## config.mk

```make
export PLATFORM = sky130hd
export DESIGN_NAME = jesd207_burst_ctrl_flat
export DESIGN_NICKNAME = d
export VERILOG_FILES = /design/src/rtl/jesd207_ctrl_pkg.sv /design/src/rtl/jesd207_burst_ctrl_if.sv /design/src/rtl/jesd207_gap_timer.sv /design/src/rtl/jesd207_burst_ctrl.sv /design/src/flat_wrapper.sv
export SDC_FILE = /design/constraint.sdc
export NUM_CORES = 1
export LEC_CHECK = 0
export ABC_AREA = 1
export CORE_UTILIZATION = 30
export DETAILED_ROUTE_END_ITERATION = 8
export SYNTH_ARGS = -nofsm -noshare
export SYNTH_HDL_FRONTEND = slang
export SYNTH_HIERARCHICAL = 1
export SYNTH_SLANG_ARGS = --single-unit
```

## constraint.sdc

```tcl
create_clock -name mclk -period 3.2 [get_ports mclk]
set_input_delay 0.48 -clock mclk [delete_from_list [all_inputs] [get_ports mclk]]
set_output_delay 0.48 -clock mclk [all_outputs]
set_load 0.02 [all_outputs]
```

## src/rtl/jesd207_ctrl_pkg.sv

```systemverilog
// rtl/jesd207_ctrl_pkg.sv - shared types and helpers for the JESD207 burst sequencer
// Contents: sequencer state enum, direction constants, burst exit-cause enum,
// and a max helper used to size the shared gap timer.
package jesd207_ctrl_pkg;

    typedef enum logic [2:0] {
        ST_IDLE      = 3'd0,
        ST_SETUP     = 3'd1,
        ST_WAIT_FIFO = 3'd2,
        ST_ACTIVE    = 3'd3,
        ST_HOLD      = 3'd4,
        ST_GUARD     = 3'd5
    } state_e;

    localparam logic DIR_TX = 1'b1;
    localparam logic DIR_RX = 1'b0;

    typedef enum logic [1:0] {
        CAUSE_NONE     = 2'd0,
        CAUSE_COUNT    = 2'd1,
        CAUSE_STOP     = 2'd2,
        CAUSE_BOUNDARY = 2'd3
    } cause_e;

    function automatic int max3(input int a, input int b, input int c);
        int m;
        m = (a > b) ? a : b;
        return (m > c) ? m : c;
    endfunction

endpackage

```

## src/rtl/jesd207_burst_ctrl_if.sv

```systemverilog
// rtl/jesd207_burst_ctrl_if.sv - control/status bundle between user/FIFO side and the burst sequencer
// Modports: master = user/FIFO side (drives requests and FIFO flags),
//           slave  = sequencer (drives TXNRX/ENABLE, FIFO strobes and status).
interface jesd207_burst_ctrl_if #(
    parameter int BURST_W = 16
);
    logic               proc_start;
    logic               proc_stop;
    logic               btn_tx_nrx;
    logic [BURST_W-1:0] burst_len;
    logic               prog_full;
    logic               rempty;
    logic               wfull;
    logic               tx_nrx;
    logic               jesd_en;
    logic               fifo_rd_en;
    logic               fifo_wr_en;
    logic               busy;
    logic               done;
    logic               err;
    logic [BURST_W-1:0] beat_cnt;

    modport master (
        output proc_start, proc_stop, btn_tx_nrx, burst_len, prog_full, rempty, wfull,
        input  tx_nrx, jesd_en, fifo_rd_en, fifo_wr_en, busy, done, err, beat_cnt
    );

    modport slave (
        input  proc_start, proc_stop, btn_tx_nrx, burst_len, prog_full, rempty, wfull,
        output tx_nrx, jesd_en, fifo_rd_en, fifo_wr_en, busy, done, err, beat_cnt
    );
endinterface

```

## src/rtl/jesd207_gap_timer.sv

```systemverilog
// rtl/jesd207_gap_timer.sv - loadable down-counter timing the SETUP/HOLD/GUARD gaps
// Ports: mclk, rstn (sync active-low), load_i/load_val_i (load N-1 for an N-cycle gap),
//        zero_o (count has reached 0, i.e. the last cycle of the gap).
module jesd207_gap_timer #(
    parameter int W = 3
) (
    input  logic         mclk,
    input  logic         rstn,
    input  logic         load_i,
    input  logic [W-1:0] load_val_i,
    output logic         zero_o
);
    logic [W-1:0] cnt_q;

    always_ff @(posedge mclk) begin
        if (!rstn) begin
            cnt_q <= '0;
        end else if (load_i) begin
            cnt_q <= load_val_i;
        end else if (cnt_q != '0) begin
            cnt_q <= cnt_q - W'(1);
        end
    end

    assign zero_o = (cnt_q == '0);
endmodule

```

## src/rtl/jesd207_burst_ctrl.sv

```systemverilog
// rtl/jesd207_burst_ctrl.sv - JESD207 burst sequencer driving TXNRX/ENABLE and FIFO strobes
// Ports: mclk, rstn (sync active-low), bus (jesd207_burst_ctrl_if.slave): requests
//        proc_start/proc_stop/btn_tx_nrx/burst_len, FIFO flags prog_full/rempty/wfull;
//        registered outputs tx_nrx, jesd_en, fifo_rd_en, fifo_wr_en, busy, done, err, beat_cnt.
// Option: JESD207_PULSE_MODE_EN selects pulse-mode ENABLE (default level mode).
module jesd207_burst_ctrl
    import jesd207_ctrl_pkg::*;
#(
    parameter int BURST_W   = 16,
    parameter int SETUP_CYC = 2,
    parameter int HOLD_CYC  = 2,
    parameter int GUARD_CYC = 4
) (
    input  logic mclk,
    input  logic rstn,
    jesd207_burst_ctrl_if.slave bus
);
    localparam int TW = $clog2(max3(SETUP_CYC, HOLD_CYC, GUARD_CYC) + 1);

    state_e             state_q, state_d;
    cause_e             cause;
    logic               dir_q;
    logic [BURST_W-1:0] len_q;
    logic [BURST_W-1:0] beat_cnt_q;
    logic               tx_nrx_q, jesd_en_q, rd_en_q, wr_en_q;
    logic               busy_q, done_q, err_q;
    logic               last_beat, boundary;
    logic               timer_load, timer_zero;
    logic [TW-1:0]      timer_val;

    jesd207_gap_timer #(.W(TW)) u_gap_timer (
        .mclk       (mclk),
        .rstn       (rstn),
        .load_i     (timer_load),
        .load_val_i (timer_val),
        .zero_o     (timer_zero)
    );

    // Transition decode; the registered state and all outputs live in the always_ff below.
    always_comb begin
        state_d   = state_q;
        cause     = CAUSE_NONE;
        last_beat = (len_q != '0) && (beat_cnt_q == len_q - BURST_W'(1));
        boundary  = (dir_q == DIR_TX) ? bus.rempty : bus.wfull;
        case (state_q)
            ST_IDLE: begin
                if (bus.proc_start && !bus.proc_stop) state_d = ST_SETUP;
            end
            ST_SETUP: begin
                if (bus.proc_stop) begin
                    state_d = ST_GUARD;
                end else if (timer_zero) begin
                    // A TX FIFO already pre-filled skips WAIT_FIFO entirely.
                    if (dir_q == DIR_TX && !bus.prog_full) state_d = ST_WAIT_FIFO;
                    else                                   state_d = ST_ACTIVE;
                end
            end
            ST_WAIT_FIFO: begin
                if (bus.proc_stop)      state_d = ST_GUARD;
                else if (bus.prog_full) state_d = ST_ACTIVE;
            end
            ST_ACTIVE: begin
                // The count exit beats a simultaneous FIFO boundary (no error).
                if (last_beat)          cause = CAUSE_COUNT;
                else if (boundary)      cause = CAUSE_BOUNDARY;
                else if (bus.proc_stop) cause = CAUSE_STOP;
                if (cause != CAUSE_NONE) state_d = ST_HOLD;
            end
            ST_HOLD: begin
                if (timer_zero) state_d = ST_GUARD;
            end
            ST_GUARD: begin
                if (timer_zero) state_d = ST_IDLE;
            end
            default: state_d = ST_IDLE;
        endcase

        // Reloading on every transition is harmless for untimed states.
        timer_load = (state_d != state_q);
        case (state_d)
            ST_SETUP: timer_val = TW'(SETUP_CYC - 1);
            ST_HOLD:  timer_val = TW'(HOLD_CYC - 1);
            ST_GUARD: timer_val = TW'(GUARD_CYC - 1);
            default:  timer_val = '0;
        endcase
    end

    always_ff @(posedge mclk) begin
        if (!rstn) begin
            state_q    <= ST_IDLE;
            dir_q      <= DIR_RX;
            len_q      <= '0;
            beat_cnt_q <= '0;
            tx_nrx_q   <= 1'b0;
            jesd_en_q  <= 1'b0;
            rd_en_q    <= 1'b0;
            wr_en_q    <= 1'b0;
            busy_q     <= 1'b0;
            done_q     <= 1'b0;
            err_q      <= 1'b0;
        end else begin
            state_q <= state_d;
            busy_q  <= (state_d != ST_IDLE);
            done_q  <= (state_q == ST_GUARD) && (state_d == ST_IDLE);
            rd_en_q <= (state_d == ST_ACTIVE) && (dir_q == DIR_TX);
            wr_en_q <= (state_d == ST_ACTIVE) && (dir_q == DIR_RX);
`ifdef JESD207_PULSE_MODE_EN
            jesd_en_q <= ((state_d == ST_ACTIVE) && (state_q != ST_ACTIVE)) ||
                         ((state_d == ST_HOLD)   && (state_q == ST_ACTIVE));
`else
            jesd_en_q <= (state_d == ST_ACTIVE);
`endif
            case (state_q)
                ST_IDLE: begin
                    if (state_d == ST_SETUP) begin
                        dir_q      <= bus.btn_tx_nrx;
                        len_q      <= bus.burst_len;
                        tx_nrx_q   <= bus.btn_tx_nrx;
                        beat_cnt_q <= '0;
                        err_q      <= 1'b0;
                    end
                end
                ST_ACTIVE: begin
                    // An underrun/overflow beat is not counted; every other beat is.
                    if (cause == CAUSE_BOUNDARY) err_q <= 1'b1;
                    else                         beat_cnt_q <= beat_cnt_q + BURST_W'(1);
                end
                default: ;
            endcase
        end
    end

    assign bus.tx_nrx     = tx_nrx_q;
    assign bus.jesd_en    = jesd_en_q;
    assign bus.fifo_rd_en = rd_en_q;
    assign bus.fifo_wr_en = wr_en_q;
    assign bus.busy       = busy_q;
    assign bus.done       = done_q;
    assign bus.err        = err_q;
    assign bus.beat_cnt   = beat_cnt_q;
endmodule

```

## src/flat_wrapper.sv

```systemverilog
// flat-port wrapper written by rule: the top's interface ports become plain ports
module jesd207_burst_ctrl_flat import jesd207_ctrl_pkg::*;
#(
    parameter int BURST_W   = 16,
    parameter int SETUP_CYC = 2,
    parameter int HOLD_CYC  = 2,
    parameter int GUARD_CYC = 4
)
  (mclk, rstn, bus_proc_start, bus_proc_stop, bus_btn_tx_nrx, bus_burst_len, bus_prog_full, bus_rempty, bus_wfull, bus_tx_nrx, bus_jesd_en, bus_fifo_rd_en, bus_fifo_wr_en, bus_busy, bus_done, bus_err, bus_beat_cnt);
  jesd207_burst_ctrl_if #(.BURST_W(BURST_W)) bus_i ();
  input  logic mclk;
  input  logic rstn;
  input wire logic [$bits(bus_i.proc_start)-1:0] bus_proc_start;
  input wire logic [$bits(bus_i.proc_stop)-1:0] bus_proc_stop;
  input wire logic [$bits(bus_i.btn_tx_nrx)-1:0] bus_btn_tx_nrx;
  input wire logic [$bits(bus_i.burst_len)-1:0] bus_burst_len;
  input wire logic [$bits(bus_i.prog_full)-1:0] bus_prog_full;
  input wire logic [$bits(bus_i.rempty)-1:0] bus_rempty;
  input wire logic [$bits(bus_i.wfull)-1:0] bus_wfull;
  output wire logic [$bits(bus_i.tx_nrx)-1:0] bus_tx_nrx;
  output wire logic [$bits(bus_i.jesd_en)-1:0] bus_jesd_en;
  output wire logic [$bits(bus_i.fifo_rd_en)-1:0] bus_fifo_rd_en;
  output wire logic [$bits(bus_i.fifo_wr_en)-1:0] bus_fifo_wr_en;
  output wire logic [$bits(bus_i.busy)-1:0] bus_busy;
  output wire logic [$bits(bus_i.done)-1:0] bus_done;
  output wire logic [$bits(bus_i.err)-1:0] bus_err;
  output wire logic [$bits(bus_i.beat_cnt)-1:0] bus_beat_cnt;
  assign bus_i.proc_start = bus_proc_start;
  assign bus_i.proc_stop = bus_proc_stop;
  assign bus_i.btn_tx_nrx = bus_btn_tx_nrx;
  assign bus_i.burst_len = bus_burst_len;
  assign bus_i.prog_full = bus_prog_full;
  assign bus_i.rempty = bus_rempty;
  assign bus_i.wfull = bus_wfull;
  assign bus_tx_nrx = bus_i.tx_nrx;
  assign bus_jesd_en = bus_i.jesd_en;
  assign bus_fifo_rd_en = bus_i.fifo_rd_en;
  assign bus_fifo_wr_en = bus_i.fifo_wr_en;
  assign bus_busy = bus_i.busy;
  assign bus_done = bus_i.done;
  assign bus_err = bus_i.err;
  assign bus_beat_cnt = bus_i.beat_cnt;
  jesd207_burst_ctrl #(.BURST_W(BURST_W), .SETUP_CYC(SETUP_CYC), .HOLD_CYC(HOLD_CYC), .GUARD_CYC(GUARD_CYC)) u_core (.mclk(mclk), .rstn(rstn), .bus(bus_i));
endmodule
```

# [After elaboration in Yosys (flattened, before gate mapping)]
# Cells that the tools add are included.
[word_totals] reg_bits=45 in_bits=24 out_inout_bits=23 word_cells=76
[classes] n_addsub=3 eq_ne=15 mux=25 n_bitwise=1 reduce_logical=21
[op_table] cell="16-bit 2-to-1 mux" n=2
[op_table] cell="16-bit one-hot mux with 2 select lines" n=1
[op_table] cell="3-bit 2-to-1 mux" n=10
[op_table] cell="3-bit one-hot mux with 6 select lines" n=1
[op_table] cell="16-bit by 1-bit adder with 16-bit output, second input constant" n=1
[op_table] cell="16-bit == test" n=1
[op_table] cell="16-bit nonzero test" n=1
[op_table] cell="16-bit by 1-bit subtractor with 16-bit output, second input constant" n=1
[op_table] cell="3-bit == test, second input constant" n=4
[op_table] cell="2-bit 2-to-1 mux" n=5
[op_table] cell="3-bit by 2-bit == test with 1-bit output, second input constant" n=3
[op_table] cell="3-bit logical NOT" n=3
[op_table] cell="3-bit by 1-bit == test with 1-bit output, second input constant" n=2
[op_table] cell="1-bit logical AND" n=6
[op_table] cell="3-bit AND reduction" n=2
[op_table] cell="2-bit nonzero test" n=3
[op_table] cell="3-bit nonzero test" n=2
[op_table] cell="1-bit 2-to-1 mux" n=4
[op_table] cell="2-bit by 1-bit inequality test with 1-bit output, second input constant" n=2
[op_table] cell="2-bit one-hot mux with 2 select lines" n=1
[op_table] cell="3-bit inequality test" n=1
[op_table] cell="3-bit by 1-bit subtractor with 3-bit output, second input constant" n=1
[op_table] cell="2-bit == test, second input constant" n=1
[op_table] cell="1-bit logical NOT" n=2
[op_table] cell="other kinds (5)" n=5

# [Depth between registers and ports, before layout]
[depth] word_depth=12 ltp_mapped=24 ltp_nobuf=24

# [Hierarchy]
# The synthesis kept the hierarchy.
[modules_own_cells] mod="jesd207_burst_ctrl" n_inst=1 cells_each=427 area_per_inst_um2=2766.4 seq_area_each_um2=840.8
[modules_own_cells] mod="jesd207_gap_timer" n_inst=1 cells_each=29 area_per_inst_um2=200.2 seq_area_each_um2=60.1

# [Least setup slack after synthesis]
# Ideal clock, no wire load.
[synth_timing] kind="register -> register" start="register u_core.len_q[0]" end="register u_core.u_gap_timer.cnt_q[1]" setup_ns=0.116 arrival_ns=2.148 t_required_ns=3.084 path_slack_ns=0.936 path_stages_with_launch=20 n_path_buf=0 synth_period_minus_slack_ns=2.264 path_cell_list="dfxtp_1 inv_1 ha_1 nand3_4 nor2_2 nand3b_1 a21oi_1 nand2_1 nor2_2 nand2_2 nand3_2 nand2_1 nand2_1 nand2_1 nor2_1 nand2_1 inv_2 nand3_2 o21ai_0 nor2_1"
[synth_via] elab_cells_between_ends=17 classes_between="add/sub (1); eq/ne (5); mux (6); reduce/logical (5)"
[synth_lines] item="start, declared" line_no="jesd207_burst_ctrl.sv:23" source="logic [BURST_W-1:0] len_q;"
[synth_lines] item="start signal, assigned" line_no="jesd207_burst_ctrl.sv:117" source="len_q <= bus.burst_len;"
[synth_lines] item="16-bit by 1-bit subtractor with 16-bit output" line_no="jesd207_burst_ctrl.sv:43" source="last_beat = (len_q != '0) && (beat_cnt_q == len_q - BURST_W'(1));"
[synth_lines] item="16-bit == test" line_no="jesd207_burst_ctrl.sv:43"
[synth_lines] item="1-bit logical AND (*)" line_no="jesd207_burst_ctrl.sv:43"
[synth_lines] item="2-bit 2-to-1 mux (*)" line_no="jesd207_burst_ctrl.sv:64" source="if (last_beat) cause = CAUSE_COUNT;"
[synth_lines] item="2-bit 2-to-1 mux (*)" line_no="jesd207_burst_ctrl.sv:45" source="case (state_q)"
[synth_lines] item="2-bit nonzero test (*)" line_no="jesd207_burst_ctrl.sv:67" source="if (cause != CAUSE_NONE) state_d = ST_HOLD;"
[synth_lines] item="3-bit 2-to-1 mux (*)" line_no="jesd207_burst_ctrl.sv:67"
[synth_lines] item="3-bit one-hot mux with 6 select lines (*)" line_no="jesd207_burst_ctrl.sv:45"
[synth_lines] item="3-bit inequality test (*)" line_no="jesd207_burst_ctrl.sv:79" source="timer_load = (state_d != state_q);"
[synth_lines] item="named net u_core.timer_load" line_no="jesd207_burst_ctrl.sv:28" source="logic timer_load, timer_zero;"
[synth_lines] item="3-bit 2-to-1 mux or 2-bit nonzero test (tied branches)"
[synth_lines] item="end signal, assigned" line_no="jesd207_gap_timer.sv:19" source="cnt_q <= load_val_i;"
[synth_lines] item="end signal, assigned" line_no="jesd207_gap_timer.sv:21" source="cnt_q <= cnt_q - W'(1);"
[synth_lines] item="end, declared" line_no="jesd207_gap_timer.sv:13" source="logic [W-1:0] cnt_q;"
# The timed path passes the listed nets; every way through them passes the cells marked *. The select of a mux whose other input is x is not followed.
# A chain may end at the register's enable or synchronous reset.

# [Worst setup path in the final report]
[layout_timing] start="register u_core.u_gap_timer.cnt_q[0]" end="register u_core.u_gap_timer.cnt_q[1]"
[layout_via] elab_cells_between_ends=17 classes_between="add/sub (1); eq/ne (4); mux (8); reduce/logical (4)"
[layout_lines] item="3-bit logical NOT (*)" line_no="jesd207_gap_timer.sv:25" source="assign zero_o = (cnt_q == '0);"
[layout_lines] item="named net u_core.timer_zero" line_no="jesd207_burst_ctrl.sv:28"
[layout_lines] item="3-bit 2-to-1 mux" line_no="jesd207_burst_ctrl.sv:52" source="end else if (timer_zero) begin"
[layout_lines] item="3-bit 2-to-1 mux" line_no="jesd207_burst_ctrl.sv:50" source="if (bus.proc_stop) begin"
[layout_lines] item="3-bit one-hot mux with 6 select lines (*)" line_no="jesd207_burst_ctrl.sv:45"
[layout_lines] item="3-bit inequality test (*)" line_no="jesd207_burst_ctrl.sv:79"
[layout_lines] item="named net u_core.timer_load" line_no="jesd207_burst_ctrl.sv:28"
[layout_lines] item="3-bit 2-to-1 mux or 2-bit nonzero test (tied branches)"
# Marks and branches as above.

==> flow_summary.json <==
{
  "numClockSinks": 45,
  "max_stage_delay_ns": 0.41,
  "power_switching_uw": 1040,
  "cts_buffers": 5,
  "cp.depth": 17,
  "drtAntennaViolNets": 0,
  "cts_tree": "done",
  "grt_overflow": 0,
  "io_pins": 47,
  "critPathBufInv": 3,
  "yosysSeqAreaShare_pct": 30.4,
  "grt_max_degree": 40,
  "globalplace.congestion": 0.905,
  "rsz0062_at_grt": "no",
  "avgSynthCellArea_um2": 6.51,
  "fmax_mhz": 368,
  "final_cell_mix": "87 x nand2_1, 75 x nor2_1, 52 x inv_1, 46 x clkdlybuf4s50_1, 45 x dfxtp_1",
  "cts-root-buf": "clkbuf_8",
  "whs_ns": 0.498,
  "fin_crit_sh_pct": 84.9,
  "yosysWarnings": 6,
  "p_per_area_nw_per_um2": 638,
  "nNetsFinal": 532,
  "switching_share_pct": 44.2,
  "crit_path_max_fanout": 6,
  "die_w_um": 101,
  "hold_buffers": 0,
  "critPathTopFamily": "simple AND/OR/NAND/NOR gates",
  "post_cts_buffers": 0,
  "power_frac_comb_pct": 50.0,
  "ir_worst_vdd_v": 0.000238,
  "critPathKind": "reg2reg",
  "ys_types": 35,
  "min_path_type": "reg2reg",
  "cts_buffer_depth": 2,
  "final-hold-violation-count": 0,
  "setup_violations": 0,
  "wirelength_um": 7980,
  "grtUsageTotal_pct": 16.1,
  "maxCapViolations": 0,
  "drive_above_1_share_pct": 11.7,
  "fin_crit_ns": 2.72,
  "vias_per_cell": 4.67,
  "r2r_cells": 17,
  "numPortBuffers": 46,
  "drc": 0,
  "syn_inst": 456,
  "clkTransAtPathRegs_ns": 0.09,
  "drv_slew": 0,
  "pwr-share-clk_pct": 18.9,
  "ys_ff_latch": 45,
  "skew_ns": 0.0104,
  "area_growth_pct": 23.7,
  "core_um2": 9420,
  "synth_edf_count": 0,
  "outcome": "complete, no violations",
  "dp_hpwl_um": 6010,
  "crit_slowest_cell": "a211oi_1",
  "p_leak_uw": 0.00147,
  "num_rows": 35,
  "critPathRequiredTime_ns": 3.40,
  "clkLatencyLatePin_ns": 0.30,
  "synthArstFlopShare_pct": 0,
  "initial_core_util_pct": 31.5,
  "fin_util_pct": 39.0,
  "min_path_cells": 1,
  "die_h_um": 101,
  "drtIter0Drc": 166,
  "crit_top_cell": "nand2_1",
  "end_kind": "flip-flop",
  "seqPwrFrac_pct": 31.2,
  "grt_pass1_vias": 2796,
  "num_antenna_cells": 0,
  "antenna_found_initial": 0,
  "worstMarginPinSlew_ns": 0.710,
  "worst_ep_arrival_time_ns": 2.92,
  "first_pass_iters": 4,
  "grt_pass1_wl_um": 13200,
  "crit_path_start_kind": "flip-flop",
  "synth_area_um2": 2970,
  "vias": 2959,
  "tns_ns": 0,
  "p_int_uw": 1310,
  "cp_cell_sequence": "inv_1, ha_1, inv_1, nor2_1, o21ai_0, o21ai_0, nand2_1, a211oi_1, nand2_1, nand2_1, nand2_1, nor2_1, nand2_1, inv_2, nand3_2, o21ai_0, nor2_1",
  "slew_headroom_pct": 52.6,
  "fp.dieArea_um2": 10300,
  "cts_resized": 0,
  "synth_fp_nets": 485,
  "routedWlPerCell_um": 12.6,
  "reg2reg_slack_ns": 0.48,
  "h-tree-depth": 2,
  "synth_flop_cell": "dfxtp_1",
  "final_common_cell": "nand2_1"
}
[area by class of cell]
type,instances,area [um^2]
repair buffers,50,490
clock buffers,6,72.6
multi-input cells,344,1790
fillers,995,5740
inverters,57,214
flip-flops and latches,45,901
well taps,129,161
clock inverters,2,38.8
[cell families (layout without fill, tap and decap cells)]
family / after synthesis / after routing / share of synthesized area, %
other: 1 / 1 / 0.126
AND/OR/NAND/NOR: 248 / 248 / 38.8
buffers and inverters: 67 / 115 / 9.19
adder cells (fa/ha/maj): 5 / 5 / 2.11
XOR/XNOR: 19 / 19 / 5.61
flip-flops: 45 / 45 / 30.4
AO/OA/AOI/OAI: 71 / 71 / 13.8
[state kept, by name (all words and copies together), names as in the netlist]
signal / flops
u_core/bus.fifo_wr_en: 1
u_core/state_q: 3
u_core/bus.tx_nrx: 1
u_core/bus.fifo_rd_en: 1
u_core/bus.beat_cnt: 16
u_core/bus.jesd_en: 1
u_core/bus.err: 1
u_core/bus.done: 1
u_core/len_q: 16
u_core/bus.busy: 1
u_core/u_gap_timer/cnt_q: 3
[power groups by stage]
| stage | Sequential (uW) | Combinational (uW) | Clock, uW |
|---|---|---|---|
| floorplan | 736 | 912 | 0 |
| global placement | 743 | 1130 | 0 |
| detailed placement | 744 | 1160 | 0 |
| CTS | 731 | 1170 | 455 |
| global route | 746 | 1330 | 481 |
| finish | 731 | 1170 | 442 |
[worst paths after layout]
| path | from | to |
|---|---|---|
| setup / recovery | u_core/u_gap_timer/cnt_q[0]$_SDFFE_PN0P_ | u_core/u_gap_timer/cnt_q[1]$_SDFFE_PN0P_ |
| hold / removal | u_core/bus.tx_nrx$_SDFFE_PN0P_ | u_core/bus.fifo_wr_en$_SDFF_PN0_ |
| setup reg to reg | u_core/u_gap_timer/cnt_q[0]$_SDFFE_PN0P_ | u_core/u_gap_timer/cnt_q[1]$_SDFFE_PN0P_ |
| hold reg to reg | u_core/bus.tx_nrx$_SDFFE_PN0P_ | u_core/bus.fifo_wr_en$_SDFF_PN0_ |
[routing by layer]
metal  up-vias  global-route usage (%)  routed length, um
met4         0                    4.12                 61
met3         4                    2.28                257
met1      1354                    20.9               3830
met2        49                    28.0               3830
met5         -                       0                  0
li1       1552                       -                  -
[cell usage after synthesis, types with 9 or more instances]
master,count,area share (%)
xor2_1,12,3.5
a21oi_1,24,4.0
nand3_1,30,5.1
a21oi_2,11,3.2
dfxtp_1,45,30
nand2_2,15,3.2
nor2_1,75,9.5
nand2_1,87,11
o21ai_0,29,4.9
nor3_1,9,1.5
inv_1,52,6.6
nor2_2,10,2.1
[through the flow]
step | worst slack [ns] | total power, uW | instances | cell area [um^2]
3_3_place_gp | 0.572 | 1870 | 625 | 3560
4_1_cts | 0.543 | 2350 | 633 | 3670
5_1_grt | 0.0726 | 2560 | 633 | 3670
2_1_floorplan | 0.936 | 1650 | 456 | 2970
3_5_place_dp | 0.403 | 1900 | 625 | 3560
6_report | 0.482 | 2340 | 633 | 3670
Power figures use the tool's default switching activity.
